File: src/rtl/move_objeto.sv
// Position controller for the movable square: samples keys and collision flags
// once per movement tick and steps xPos/yPos by PASSO, clamped to 640x480.
module move_objeto #(
  parameter int unsigned X_INI   = 110,
  parameter int unsigned Y_INI   = 120,
  parameter int unsigned PASSO   = 2,
  parameter int unsigned DIV     = 416666,
  parameter int unsigned TAMANHO = 20
) (
  input  logic       VGA_clk,
  input  logic       rst_n,
  input  logic       tecla_esq,
  input  logic       tecla_dir,
  input  logic       tecla_cima,
  input  logic       tecla_baixo,
  input  logic       colisao_min_x,
  input  logic       colisao_max_x,
  input  logic       colisao_min_y,
  input  logic       colisao_max_y,
  output logic [9:0] xPos,
  output logic [8:0] yPos,
  output logic [6:0] tamanho,
  output logic       movendo,
  output logic       bloqueado
);

  localparam int unsigned X_W   = 10;
  localparam int unsigned Y_W   = 9;
  localparam int unsigned T_W   = 7;
  localparam int unsigned A_W   = 11;
  localparam int unsigned DIV_W = $clog2(DIV);
  localparam int unsigned X_MAX = 640 - TAMANHO;
  localparam int unsigned Y_MAX = 480 - TAMANHO;

  typedef enum logic [1:0] {
    ESPERA   = 2'd0,
    AMOSTRA  = 2'd1,
    ATUALIZA = 2'd2,
    ASSENTA  = 2'd3
  } estado_t;

  estado_t          estado_q, estado_d;
  logic [DIV_W-1:0] div_q, div_d;
  logic             assenta_q, assenta_d;
  logic [3:0]       teclas_q, teclas_d;
  logic [3:0]       flags_q, flags_d;
  logic [X_W-1:0]   x_d;
  logic [Y_W-1:0]   y_d;
  logic             mov_d, blk_d;
  logic             tick;

  // Latched copies: teclas = {esq, dir, cima, baixo}, flags = {min_x, max_x, min_y, max_y}
  logic esq_q, dir_q, cima_q, baixo_q;
  logic fmin_x_q, fmax_x_q, fmin_y_q, fmax_y_q;
  assign {esq_q, dir_q, cima_q, baixo_q}       = teclas_q;
  assign {fmin_x_q, fmax_x_q, fmin_y_q, fmax_y_q} = flags_q;

  assign tick    = (div_q == DIV_W'(DIV - 1));
  assign tamanho = T_W'(TAMANHO);

  // Saturating candidate positions, 11-bit so the sum never wraps
  logic [A_W-1:0] x_cur, y_cur, x_sub, y_sub, x_add, y_add, x_sat, y_sat;
  assign x_cur = A_W'(xPos);
  assign y_cur = A_W'(yPos);
  assign x_sub = (x_cur >= A_W'(PASSO)) ? (x_cur - A_W'(PASSO)) : '0;
  assign y_sub = (y_cur >= A_W'(PASSO)) ? (y_cur - A_W'(PASSO)) : '0;
  assign x_add = x_cur + A_W'(PASSO);
  assign y_add = y_cur + A_W'(PASSO);
  assign x_sat = (x_add > A_W'(X_MAX)) ? A_W'(X_MAX) : x_add;
  assign y_sat = (y_add > A_W'(Y_MAX)) ? A_W'(Y_MAX) : y_add;

  logic           req_esq, req_dir, req_cima, req_baixo;
  logic           blk_x, blk_y;
  logic [X_W-1:0] x_nova;
  logic [Y_W-1:0] y_nova;

  assign req_esq   = esq_q & ~dir_q;
  assign req_dir   = dir_q & ~esq_q;
  assign req_cima  = cima_q & ~baixo_q;
  assign req_baixo = baixo_q & ~cima_q;

  // Per-axis move resolution; a refused request keeps the position
  always_comb begin
    x_nova = xPos;
    y_nova = yPos;
    blk_x  = 1'b0;
    blk_y  = 1'b0;
    if (req_esq) begin
      if (fmin_x_q) blk_x  = 1'b1;
      else          x_nova = X_W'(x_sub);
    end else if (req_dir) begin
      if (fmax_x_q) blk_x  = 1'b1;
      else          x_nova = X_W'(x_sat);
    end
    if (req_cima) begin
      if (fmin_y_q) blk_y  = 1'b1;
      else          y_nova = Y_W'(y_sub);
    end else if (req_baixo) begin
      if (fmax_y_q) blk_y  = 1'b1;
      else          y_nova = Y_W'(y_sat);
    end
  end

  // Next-state and next-output logic
  always_comb begin
    estado_d  = estado_q;
    div_d     = tick ? '0 : (div_q + DIV_W'(1));
    assenta_d = assenta_q;
    teclas_d  = teclas_q;
    flags_d   = flags_q;
    x_d       = xPos;
    y_d       = yPos;
    mov_d     = 1'b0;
    blk_d     = 1'b0;
    case (estado_q)
      ESPERA: begin
        if (tick) estado_d = AMOSTRA;
      end
      AMOSTRA: begin
        teclas_d = {tecla_esq, tecla_dir, tecla_cima, tecla_baixo};
        flags_d  = {colisao_min_x, colisao_max_x, colisao_min_y, colisao_max_y};
        estado_d = ATUALIZA;
      end
      ATUALIZA: begin
        x_d       = x_nova;
        y_d       = y_nova;
        mov_d     = (x_nova != xPos) || (y_nova != yPos);
        blk_d     = blk_x | blk_y;
        assenta_d = 1'b0;
        estado_d  = ASSENTA;
      end
      ASSENTA: begin
        // Two settle cycles for the negedge collision stage
        assenta_d = 1'b1;
        if (assenta_q) estado_d = ESPERA;
      end
      default: estado_d = ESPERA;
    endcase
  end

  always_ff @(posedge VGA_clk) begin
    if (!rst_n) begin
      estado_q  <= ESPERA;
      div_q     <= '0;
      assenta_q <= 1'b0;
      teclas_q  <= '0;
      flags_q   <= '0;
      xPos      <= X_W'(X_INI);
      yPos      <= Y_W'(Y_INI);
      movendo   <= 1'b0;
      bloqueado <= 1'b0;
    end else begin
      estado_q  <= estado_d;
      div_q     <= div_d;
      assenta_q <= assenta_d;
      teclas_q  <= teclas_d;
      flags_q   <= flags_d;
      xPos      <= x_d;
      yPos      <= y_d;
      movendo   <= mov_d;
      bloqueado <= blk_d;
    end
  end

endmodule

File: config.mk
export PLATFORM = sky130hd
export DESIGN_NAME = move_objeto
export DESIGN_NICKNAME = d
export VERILOG_FILES = /design/src/rtl/move_objeto.sv
export SDC_FILE = /design/constraint.sdc
export NUM_CORES = 1
export LEC_CHECK = 0
export CORE_MARGIN = 3
export CORE_UTILIZATION = 40
export DETAILED_ROUTE_END_ITERATION = 7
export PLACE_DENSITY = 0.68
export SLEW_MARGIN = 20
export SYNTH_ARGS = -nofsm -noshare
export SYNTH_HDL_FRONTEND = slang
export SYNTH_SLANG_ARGS = --single-unit
File: constraint.sdc
create_clock -name VGA_clk -period 7.2 [get_ports VGA_clk]
set_input_delay 1.44 -clock VGA_clk [delete_from_list [all_inputs] [get_ports VGA_clk]]
set_output_delay 1.44 -clock VGA_clk [all_outputs]
set_load 0.005 [all_outputs]
==> flow_summary.ini <==
[critical_path]
crit_path_end_kind = flip-flop
crit_chain = inv_1 -> ha_1 -> a41oi_1 -> a32oi_1 -> o31ai_1 -> nand2_1 -> o22ai_1 -> a22oi_1 -> nand2b_1
cpPeakStageDelay_ps = 930
path_delay_family = compound AO/OA/AOI/OAI gates
path_depth = 9
worstSetupPathType = flip-flop to flip-flop
path_buf_inv = 1
required_ps = 7370
cp_slowest_cell = o31ai_1
critPathMaxFanout = 12
startpoint_type = flip-flop
cp.arrival_ps = 3600
r2r_cells = 9

[timing]
tightest_slew_ps = 1087
final-max-slew-violation-count = 0
hold_slack_ps = 472.6
rsz0062_at_grt = false
period_needed_ps = 3426
skew_ps = 7.645
relSlewSlack_pct = 27.39
fin_tns_setup_ps = 0
period_share_pct = 47.58
setup_ws_ps = 3774
setup_viol = 0
fmax_ghz = 0.2919
hold_violations = 0

[floorplanning]
placementRows = 35
core_um2 = 9328
die_area_um2 = 10910
io_pins = 38
die_w_um = 104.5
start_util_pct = 41.57
fp.dieH_um = 104.5

[power_and_ir_drop]
combinationalPowerShare_pct = 26.1
power.density_nw_per_um2 = 166.3
power_mw = 0.7122
intPower_mw = 0.4854
sequentialPowerShare_pct = 44.9
pwr-share-clk_pct = 29.0
ir_drop_mv = 0.1257
p_switching_mw = 0.2267
p_sw_share_pct = 31.84
leakagePower_nw = 1.533

[clocking]
path_clk_slew_ps = 90
cts_resized = 0
post-cts-setup-buffers = 0
cts_tree = done
worst_skew_pair.late_latency_ps = 300
cts_buffer_depth = 2
htreeDepth = 2
clock-sinks = 51
root_buffer = clkbuf_8
numCtsBuffers = 5
cts_hold_buf = 0

[detailed_routing]
vias_per_cell = 5.963
drt_iter0_drc = 388
dr_total_vias = 3918
drt_wl_total_um = 10730
first_pass_iters = 5
antenna_left = 0
avgRoutedWirePerCell_um = 16.33
drc = 0

[global_routing]
grt_max_degree = 35
grt_pass1_vias = 3506
grt_pass1_wl_um = 17600
grt_overflow = 0
antenna_found_initial = 0
track_usage_pct = 19.22

[cells_and_area]
fillerInstances = 940
drive_above_1_share_pct = 4.735
syn_to_final_growth_pct = 10.46
layout.nets = 550
num_antenna_cells = 0

[status]
status = finished clean

[hold_path]
holdCritPathClass = flip-flop to flip-flop
hold_depth = 1

[yosys]
yosys_register_bits = 51
synth_cell_types = 69
yosysSeqAreaShare_pct = 26.33
synth_ff_type = dfxtp_1
syn-cell-area_um2 = 3877
async_flop_share_pct = 0
synth_warnings = 0
syn_avg_cell_area_um2 = 7.344
synth_cells = 528
synth-edff-count = 0

[job]
cap_violations = 0

[placed_design]
io_buffers = 30
hpwl_um = 7737
gp_congestion = 0.9222
post-place-ws_ps = 3857
[power groups by stage]
stage | logic, mW | registers, mW | clock network [mW]
final | 0.186 | 0.320 | 0.206
after global routing | 0.206 | 0.323 | 0.223
after floorplan | 0.149 | 0.315 | 0
after global placement | 0.180 | 0.325 | 0
after CTS | 0.184 | 0.319 | 0.213
after detailed placement | 0.183 | 0.325 | 0
[routing by layer]
metal  GRT usage [%]  vias up  wire [um]
li1                -     1894          -
met3           3.166       15        915
met1           27.81     1822       4909
met4           5.318        0        169
met5               0        -          0
met2           29.34      187       4734
[sequential cells by signal, summed over array words and instances (netlist names), 2 cells and up]
signal / flops
xPos: 10
yPos: 9
teclas_q: 4
flags_q: 4
estado_q: 2
div_q: 19
[logic make-up after synthesis]
group	count (synthesis)	share of synthesized area, %
buffers and inverters	70	7.873
xor gates and xnor gates	21	4.744
muxes	12	3.130
adders and majority gates	13	4.195
and+or+nand+nor	217	28.33
other	2	0.1937
AOI/OAI and AO/OA	142	25.20
DFF	51	26.33
[worst paths after layout]
check / start / endpoint / slack [ps]
worst max-delay path: xPos[2] / xPos[3] / 3770
worst min-delay path: div_q[0] / div_q[0] / 470
worst max register to register: xPos[2] / xPos[3] / 3770
worst min register to register: div_q[0] / div_q[0] / 470
[stage by stage]
step	std cells	util (%)	area (um^2)
floorplan	533	-	3896
global placement	649	44.65	4165
detailed placement	649	44.65	4165
CTS	657	45.92	4283
global route	657	45.92	4283
finish	657	45.92	4283
[Yosys cell counts, types with 3 or more instances]
cell type | count | area (um^2)
nor3b_1 | 4 | 30.03
a211oi_1 | 6 | 45.04
a22oi_1 | 5 | 37.54
nor3_1 | 17 | 85.08
nand3_1 | 22 | 110.1
a311o_1 | 4 | 40.04
xnor2_1 | 9 | 78.83
ha_1 | 13 | 162.7
o21ai_0 | 30 | 150.1
nor2_1 | 53 | 198.9
nor2b_1 | 5 | 31.28
a22o_1 | 3 | 26.28
o22ai_1 | 4 | 25.02
xor2_1 | 12 | 105.1
a21oi_1 | 33 | 165.2
and3_1 | 6 | 37.54
clkbuf_1 | 36 | 135.1
dfxtp_1 | 51 | 1021
or3_1 | 7 | 43.79
a31oi_1 | 7 | 43.79
and2_1 | 5 | 31.28
nand3b_1 | 3 | 22.52
inv_1 | 24 | 90.09
nand2_1 | 52 | 195.2
o211ai_1 | 8 | 60.06
mux2i_1 | 11 | 110.1
buf_4 | 7 | 52.55
nand2b_1 | 10 | 62.56
nor4_1 | 6 | 37.54
o31ai_1 | 7 | 52.55
a21o_1 | 3 | 22.52
o221ai_1 | 3 | 26.28
o21a_1 | 3 | 22.52
nand4_1 | 9 | 56.30
[cells in the final DEF (no fill, tap or decap), drive strengths merged, types with 5 or more instances in the layout]
cell type / netlist / layout
a211oi: 6 / 6
a21oi: 33 / 33
a22oi: 5 / 5
a31oi: 7 / 7
and2: 5 / 5
and3: 6 / 6
clkbuf: 36 / 6
clkdlybuf4s50: 0 / 30
conb: 2 / 7
dfxtp: 51 / 51
ha: 13 / 13
inv: 24 / 24
mux2i: 11 / 11
nand2: 53 / 53
nand2b: 10 / 10
nand3: 22 / 22
nand4: 9 / 9
nor2: 54 / 54
nor2b: 5 / 5
nor3: 17 / 17
nor4: 6 / 6
o211ai: 8 / 8
o21ai: 31 / 31
o31ai: 7 / 7
or3: 7 / 7
xnor2: 9 / 9
xor2: 12 / 12
[worst register-to-register path, cell delays in order (launching register included)]
cell and delay [ps]:
dfxtp_1 600, inv_1 200, ha_1 430, a41oi_1 240, a32oi_1 210, o31ai_1 930
nand2_1 160, o22ai_1 210, a22oi_1 130, nand2b_1 180
[layout make-up]
type,count,area (um^2),area share (%)
Timing Repair Buffer,33,322.8,7.537
Inverter,24,90.09,2.103
Tap cell,129,161.4,3.769
Clock buffer,6,82.58,1.928
Multi-Input combinational cell,412,2570,60.01
Sequential cell,51,1021,23.84
Clock inverter,2,35.03,0.8180
(Power assumes the default switching activity.)
